**src/rtl/ws2812_chain_driver.sv**
```systemverilog
// WS2812B chain driver: per-LED on/off bits select one of two colours,
// serialised MSB-first with bit timing and latch gap derived from CLK_FREQ.
module ws2812_chain_driver #(
  parameter int          CLK_FREQ  = 27_000_000,
  parameter int          NUM_LEDS  = 8,
  parameter logic [23:0] ON_COLOR  = 24'h00ff00,
  parameter logic [23:0] OFF_COLOR = 24'h000000,
  parameter int          RES_US    = 80
) (
  input  logic                clk,
  input  logic                rst,
  input  logic                ready,
  input  logic [NUM_LEDS-1:0] data,
  output logic                busy,
  output logic                data_latched,
  output logic                led_out
);

  localparam int BIT_CYC = CLK_FREQ / 800_000;
  localparam int T0H_CYC = CLK_FREQ * 2 / 5_000_000;
  localparam int T1H_CYC = CLK_FREQ * 4 / 5_000_000;
  localparam int RES_CYC = (CLK_FREQ / 1_000_000) * RES_US;
  localparam int MAX_CYC = (BIT_CYC > RES_CYC) ? BIT_CYC : RES_CYC;
  localparam int TW = (MAX_CYC > 1) ? $clog2(MAX_CYC) : 1;
  localparam int LW = (NUM_LEDS > 1) ? $clog2(NUM_LEDS) : 1;

  localparam logic [TW-1:0] T0H_END = TW'(T0H_CYC - 1);
  localparam logic [TW-1:0] T1H_END = TW'(T1H_CYC - 1);
  localparam logic [TW-1:0] BIT_END = TW'(BIT_CYC - 1);
  localparam logic [TW-1:0] RES_END = TW'(RES_CYC - 1);
  localparam logic [LW-1:0] LAST_LED = LW'(NUM_LEDS - 1);

  localparam logic [1:0] S_IDLE  = 2'd0;
  localparam logic [1:0] S_HIGH  = 2'd1;
  localparam logic [1:0] S_LOW   = 2'd2;
  localparam logic [1:0] S_LATCH = 2'd3;

  if (T1H_CYC >= BIT_CYC || T0H_CYC < 1 || NUM_LEDS < 1) begin : g_bad_cfg
    $error("ws2812_chain_driver: invalid timing or NUM_LEDS");
  end

  logic [1:0]          state;
  logic [NUM_LEDS-1:0] data_q;
  logic [LW-1:0]       led_idx;
  logic [4:0]          bit_idx;
  logic [TW-1:0]       timer;

  logic                cur_led;
  logic [23:0]         word;
  logic [4:0]          bit_pos;
  logic                cur_bit;
  logic [TW-1:0]       hi_end;
  logic                last_bit;

  always_comb begin
    cur_led  = data_q[led_idx];
    word     = cur_led ? ON_COLOR : OFF_COLOR;
    bit_pos  = 5'd23 - bit_idx;
    cur_bit  = word[bit_pos];
    hi_end   = cur_bit ? T1H_END : T0H_END;
    last_bit = (bit_idx == 5'd23) && (led_idx == LAST_LED);
  end

  always_ff @(posedge clk or negedge rst) begin
    if (!rst) begin
      state        <= S_IDLE;
      data_q       <= '0;
      led_idx      <= '0;
      bit_idx      <= '0;
      timer        <= '0;
      busy         <= 1'b0;
      data_latched <= 1'b0;
      led_out      <= 1'b0;
    end else begin
      data_latched <= 1'b0;
      unique case (state)
        S_IDLE: begin
          if (ready) begin
            data_q       <= data;
            led_idx      <= '0;
            bit_idx      <= '0;
            timer        <= '0;
            state        <= S_HIGH;
            led_out      <= 1'b1;
            busy         <= 1'b1;
            data_latched <= 1'b1;
          end
        end
        S_HIGH: begin
          // timer keeps running so LOW ends on the full bit period
          timer <= timer + 1'b1;
          if (timer == hi_end) begin
            state   <= S_LOW;
            led_out <= 1'b0;
          end
        end
        S_LOW: begin
          if (timer == BIT_END) begin
            timer <= '0;
            if (last_bit) begin
              bit_idx <= '0;
              led_idx <= '0;
              state   <= S_LATCH;
            end else begin
              if (bit_idx == 5'd23) begin
                bit_idx <= '0;
                led_idx <= led_idx + 1'b1;
              end else begin
                bit_idx <= bit_idx + 1'b1;
              end
              state   <= S_HIGH;
              led_out <= 1'b1;
            end
          end else begin
            timer <= timer + 1'b1;
          end
        end
        S_LATCH: begin
          if (timer == RES_END) begin
            timer <= '0;
            state <= S_IDLE;
            busy  <= 1'b0;
          end else begin
            timer <= timer + 1'b1;
          end
        end
        default: state <= S_IDLE;
      endcase
    end
  end

endmodule

```
**config.mk**
```make
export PLATFORM = sky130hd
export DESIGN_NAME = ws2812_chain_driver
export DESIGN_NICKNAME = d
export VERILOG_FILES = /design/src/rtl/ws2812_chain_driver.sv
export SDC_FILE = /design/constraint.sdc
export NUM_CORES = 1
export LEC_CHECK = 0
export ABC_CLOCK_PERIOD_IN_PS = 5900
export CAP_MARGIN = 5
export CORE_MARGIN = 1
export CORE_UTILIZATION = 29
export DETAILED_ROUTE_END_ITERATION = 16
export PLACE_DENSITY_LB_ADDON = 0.12
export SYNTH_ARGS = -nofsm -noshare
export SYNTH_HDL_FRONTEND = slang
export SYNTH_SLANG_ARGS = --single-unit
```
**constraint.sdc**
```tcl
create_clock -name clk -period 5.9 [get_ports clk]
set_input_delay 1.18 -clock clk [delete_from_list [all_inputs] [get_ports clk]]
set_output_delay 1.18 -clock clk [all_outputs]
set_load 0.02 [all_outputs]
```
==> results of run 1 <==
-- where the power goes --
part | leakage, nW | internal [mW] | switching, mW
clock | 0.0395 | 0.0838 | 0.0793
sequential | 0.401 | 0.230 | 0.00180
combinational | 0.499 | 0.00981 | 0.00728
total | 0.940 | 0.323 | 0.0884
-- worst max-delay path by stage --
stage                from         end  slack, ps  depth (start not counted)
detailed placement  ready  bit_idx[4]       2320                          5
finish              ready  bit_idx[4]       2610                          5
global placement    ready  bit_idx[4]       2430                          5
global route        ready  bit_idx[4]       2430                          5
CTS                 ready  bit_idx[4]       2590                          5
floorplan           ready   data_q[0]       3580                          3
-- registers in the layout, summed over array words and instances (netlist names) --
| register | cells |
|---|---|
| busy | 1 |
| data_latched | 1 |
| led_idx | 3 |
| state | 2 |
| led_out | 1 |
| timer | 12 |
| bit_idx | 5 |
| data_q | 8 |
-- synthesized netlist by cell type (2+ instances only) --
cell	instances
a21o_1	3
a21oi_1	9
a22o_1	2
a31oi_1	6
a41oi_1	2
and3_1	4
and4_1	2
clkbuf_1	10
dfrtp_1	33
ha_1	6
inv_1	5
mux2_2	10
mux2i_1	6
nand2_1	18
nand3_1	21
nand3b_1	3
nand4_1	5
nor2_1	11
nor3_1	3
nor4_1	2
o21ai_0	9
o21bai_1	2
o31ai_1	2
-- final cells by class --
type                            instances  area [um^2]
Clock buffer                            8         80.1
Fill cell                             615         3940
Inverter                                5         18.8
Multi-Input combinational cell        143          966
Sequential cell                        33          826
Tap cell                               75         93.8
Timing Repair Buffer                   14          138
-- logic make-up (layout without fill, tap and decap cells) --
family / count (synthesis) / count (layout) / share of synthesized area (%)
fa+ha+maj: 6 / 6 / 4.05
simple gates: 78 / 78 / 21.9
mux: 16 / 16 / 9.31
flops: 33 / 33 / 44.5
buf+inv: 16 / 27 / 3.64
xor+xnor: 1 / 1 / 0.472
compound gates: 42 / 42 / 16.1
-- metal layers --
metal	GRT usage, %	up-vias
met3	3.11	6
li1	-	734
met4	5.26	0
met1	18.4	704
met2	20.8	35
met5	0	-
-- cells in the final DEF (no fill, tap or decap), types with 9 or more instances in the layout --
master,n
mux2_2,10
a21oi_1,9
nor2_1,11
nand3_1,21
nand2_1,18
dfrtp_1,33
clkdlybuf4s50_1,13
o21ai_0,9
==> flow_metrics.env, run 1 <==
export IMPL_antenna_found_initial=0
export IMPL_slowest_stage="nor3b_2"
export IMPL_ys_ff_latch=33
export IMPL_finalSetupViolCount=0
export IMPL_netlist_instances=192
export IMPL_ys_flop_type="dfrtp_1"
export IMPL_regToRegEndpoint="bit_idx[4]"
export IMPL_postPlaceCellArea_um2=2040
export IMPL_yosysTopAreaCellShare_pct=44.5
export IMPL_cts_made_buffers=5
export IMPL_dr_pass1_iters=4
export IMPL_reg2reg_from="state[1]"
export IMPL_holdBufCountCts=0
export IMPL_avg_cell_area_syn_um2=9.66
export IMPL_drt_first_iter_violations=138
export IMPL_placementRows=28
export IMPL_syn2layout_area_growth_pct=14.4
export IMPL_timing_final_crit_share_pct=55.8
export IMPL_critical_path_max_stage_delay_ps=820
export IMPL_post_route_worst_setup_slack_ps=2610
export IMPL_floorplan_die_height_um=82.0
export IMPL_fin_skew_ps=8.52
export IMPL_tritoncts_num_sinks=33
export IMPL_holdCritPathClass="flip-flop to flip-flop"
export IMPL_placement_io_buffers=13
export IMPL_p_leak_nw=0.940
export IMPL_cts_root_to_sink_buffers=2
export IMPL_tightestPinTransition_ps=1000
export IMPL_worst_setup_hold_path_clk_slew_ps=60
export IMPL_post_dp_hpwl_mm=2.79
export IMPL_post_drt_via_cell_ratio=5.32
export IMPL_floorplan_initialDensity_pct=30.6
export IMPL_top_level_ports=14
export IMPL_h_tree_depth=2
export IMPL_critical_path_startpoint_type="input pin"
export IMPL_finish_utilization_pct=35.0
export IMPL_worstHoldEndpoint="busy"
export IMPL_synth_lib_cells_used_distinct=41
export IMPL_clock_network_latency_to_the_later_pin_of_the_worst_skew_pair_ps=280
export IMPL_final_antenna_net_count=0
export IMPL_timing_max_transition_violations_final=0
export IMPL_power_density_nw_per_um2=194
export IMPL_worst_setup_path_type="input pin to flip-flop"
export IMPL_grt_remaining_overflow=0
export IMPL_worst_path_dominant_cell_family="simple AND/OR/NAND/NOR gates"
export IMPL_power_ir_vdd_worst_v=0.000104
export IMPL_crit_arrival_ps=3500
export IMPL_regToRegSetupSlack_ps=3360
export IMPL_grt_pass1_wl_mm=6.82
export IMPL_syn_area_um2=1850
export IMPL_min_from="busy"
export IMPL_ys_seq_area_share_pct=44.5
export IMPL_finish_net_count=219
export IMPL_path_buf_inv=1
export IMPL_slew_limit_headroom_pct=33.0
export IMPL_gp_routability_congestion=0.812
export IMPL_hold_worst_slack_ps=504
export IMPL_finalHoldViolCount=0
export IMPL_die_area_um2=6720
export IMPL_stdcell_area_um2=2120
export IMPL_cp_max_fo=13
export IMPL_number_of_synthesis_warnings=0
export IMPL_clk_root_buf="clkbuf_8"
export IMPL_synth_enable_flop_cells=0
export IMPL_cts_tree="done"
export IMPL_synth_area_top_cells="dfrtp_1 45%, mux2_2 6.1%, nand3_1 5.7%"
export IMPL_worst_endpoint_required_ps=6110
export IMPL_wl_per_cell_um=14.6
export IMPL_diodes=0
export IMPL_post_cts_resized_instances=0
export IMPL_global_route_total_usage_across_every_layer_pct=13.6
export IMPL_post_cts_setup_buffers=0
export IMPL_maxCapViolCount=0
export IMPL_outcome="completed"
export IMPL_finalNonFillerCells=278
export IMPL_power_uw=412
export IMPL_post_route_cells_drive_above_1_share_pct=10.3
export IMPL_dr_wl_met3_um=185
export IMPL_cell_count_after_placement=270
export IMPL_setup_total_negative_slack_ps=0
export IMPL_route_detailed_drc=0
export IMPL_drt_met1_wl_mm=1.98
export IMPL_dr_total_vias=1479
export IMPL_die_w_um=82.0
export IMPL_endpoint_kind="flip-flop"
export IMPL_net_count_synth=209
export IMPL_yosys_area_top_type="dfrtp_1"
export IMPL_async_flop_share_pct=100
export IMPL_top_layer="met4"
export IMPL_grt_max_degree=34
export IMPL_max_clock_freq_mhz=304
export IMPL_cp_cell_sequence="clkdlybuf4s50_1 -> nor3b_2 -> a21oi_1 -> or4_1 -> nand3_1"
export IMPL_finalCriticalPeriod_ps=3290
export IMPL_finalWirelength_mm=4.05
export IMPL_rsz0062_at_grt="false"
export IMPL_timing_hold_worst_path_depth=1
export IMPL_vias_in_the_first_global_route=1457
export IMPL_coreArea_um2=6060
export IMPL_worst_r2r_cell_count=4
export IMPL_met2WireLength_mm=1.82
export IMPL_post_place_ws_ps=2320
No activity file was read; power rests on OpenSTA's default activity.
==> run 2, diff against run 1 <==
- ABC_CLOCK_PERIOD_IN_PS: 5900 -> 2900
- clock period: 5.9 -> 2.9 ns (I/O delays scaled with it)
==> run 2 against run 1 <==
Effect of this change: clock skew about the same; utilization rose by 0.41 points; worst hold slack got worse by 8.1 ps; combinational power grew 100%; die area unchanged; sequential cell count did not move; sequential share of layout area shrank 0.45 points; global-route usage up 0.48 points; total power increased by 100%; setup slack worse by 2000 ps; via count rose by 2.9%; non-clock buffer count grew 3; largest cell class unchanged; largest power group unchanged.
==> flow_metrics.env, run 2 (synthesis gave the netlist of run 1 again) <==
export IMPL_regMostFlops="timer"
export IMPL_largest_registers="timer x12, data_q x8, bit_idx x5"
export IMPL_syn2layout_area_growth_pct=15.8
export IMPL_dr_total_vias=1522
export IMPL_largest_register_ff_count=12
export IMPL_timing_final_crit_share_pct=78.8
export IMPL_diodes=0
export IMPL_p_leak_nw=0.961
export IMPL_finish_net_count=222
export IMPL_endpoint_kind="flip-flop"
export IMPL_post_route_worst_setup_slack_ps=614
export IMPL_h_tree_depth=2
export IMPL_slew_limit_headroom_pct=54.4
export IMPL_die_w_um=82.0
export IMPL_die_area_um2=6720
export IMPL_max_clock_freq_mhz=437
export IMPL_worst_setup_hold_path_clk_slew_ps=70
export IMPL_worst_path_dominant_cell_family="compound AO/OA/AOI/OAI gates"
export IMPL_post_dp_hpwl_mm=2.82
export IMPL_leading_cell_type_in_the_layout_fill_and_taps_excluded="dfrtp_1"
export IMPL_post_cts_setup_buffers=0
export IMPL_floorplan_die_height_um=82.0
export IMPL_cp_max_fo=21
export IMPL_power_density_nw_per_um2=392
export IMPL_most_common_layout_cells="33 x dfrtp_1, 21 x nand3_1, 18 x nand2_1"
export IMPL_post_cts_resized_instances=0
export IMPL_crit_arrival_ps=2460
export IMPL_vias_in_the_first_global_route=1459
export IMPL_timing_max_transition_violations_final=0
export IMPL_rsz0062_at_grt="false"
export IMPL_drt_first_iter_violations=77
export IMPL_global_route_total_usage_across_every_layer_pct=14.0
export IMPL_cts_made_buffers=5
export IMPL_cts_tree="done"
export IMPL_wl_per_cell_um=14.6
export IMPL_finalWirelength_mm=4.11
export IMPL_holdCritPathClass="flip-flop to flip-flop"
export IMPL_tritoncts_num_sinks=33
export IMPL_grt_pass1_wl_mm=7.02
export IMPL_power_ir_vdd_worst_v=0.000259
export IMPL_cp_cell_sequence="or4_4 -> o41ai_4 -> a21bo_2 -> a21o_1 -> a22o_1"
export IMPL_finalHoldViolCount=0
export IMPL_post_drt_via_cell_ratio=5.42
export IMPL_setup_total_negative_slack_ps=0
export IMPL_floorplan_initialDensity_pct=30.6
export IMPL_critical_path_max_stage_delay_ps=580
export IMPL_clk_root_buf="clkbuf_8"
export IMPL_worst_setup_path_type="flip-flop to flip-flop"
export IMPL_finalCriticalPeriod_ps=2290
export IMPL_top_level_ports=14
export IMPL_holdBufCountCts=0
export IMPL_grt_max_degree=34
export IMPL_outcome="completed"
export IMPL_antenna_found_initial=0
export IMPL_gp_routability_congestion=0.754
export IMPL_clock_network_latency_to_the_later_pin_of_the_worst_skew_pair_ps=290
export IMPL_post_place_ws_ps=616
export IMPL_tightestPinTransition_ps=678
export IMPL_route_detailed_drc=0
export IMPL_finalSetupViolCount=0
export IMPL_fin_skew_ps=8.29
export IMPL_placementRows=28
export IMPL_worst_endpoint_required_ps=3080
export IMPL_placement_io_buffers=13
export IMPL_filler_cell_count=639
export IMPL_maxCapViolCount=0
export IMPL_slowest_stage="or4_4"
export IMPL_post_route_cells_drive_above_1_share_pct=12.6
export IMPL_cts_root_to_sink_buffers=2
export IMPL_critical_path_startpoint_type="flip-flop"
export IMPL_dr_pass1_iters=4
export IMPL_final_antenna_net_count=0
export IMPL_path_buf_inv=0
export IMPL_grt_remaining_overflow=0
export IMPL_coreArea_um2=6060
[run 2: changes by cell type in the layout (fill, tap and decap cells not counted)]
cell,change
buf_4,+3
clkbuf_1,-2
clkinv_2,+2
[run 2: per-stage QoR]
step                      power, mW  std cells  hold WS (ps)  utilization, %  instance area (um^2)
after floorplan               0.488        192           284               -                  1850
after CTS                     0.860        281           504            35.4                  2150
final                         0.841        281           496            35.4                  2150
after global routing          0.885        281           514            35.4                  2150
after detailed placement      0.516        273           483            34.1                  2060
after global placement        0.514        273           470            34.1                  2060
[run 2: worst paths after layout]
kind	start	end	slack [ps]	depth (start not counted)
min	busy	busy	500	1
min in group asynchronous	rst	timer[3]	710	2
max	timer[7]	timer[3]	610	5
min reg2reg	busy	busy	500	1
max in group asynchronous	rst	data_q[7]	1890	2
max reg2reg	timer[7]	timer[3]	610	5
[run 2: layer usage]
layer	global-route usage (%)	vias to the layer above	wire length, um
li1	-	737	-
met1	18.7	749	2020
met2	21.7	30	1870
met3	3.67	6	156
met4	5.26	0	59
met5	0	-	0
[run 2: layout make-up]
cell class                 count  area [um^2]  area share (%)
tap                           75         93.8            4.37
multi-input combinational    143          966            45.0
inverter                       5         18.8           0.874
sequential                    33          826            38.5
timing repair buffer          17          160            7.46
clock inverter                 2         10.0           0.466
clock buffer                   6         72.6            3.38
[run 2: report_power, final]
part | internal (mW) | switching (mW)
clock | 0.166 | 0.169
combinational | 0.0199 | 0.0144
sequential | 0.467 | 0.00380
total | 0.653 | 0.188
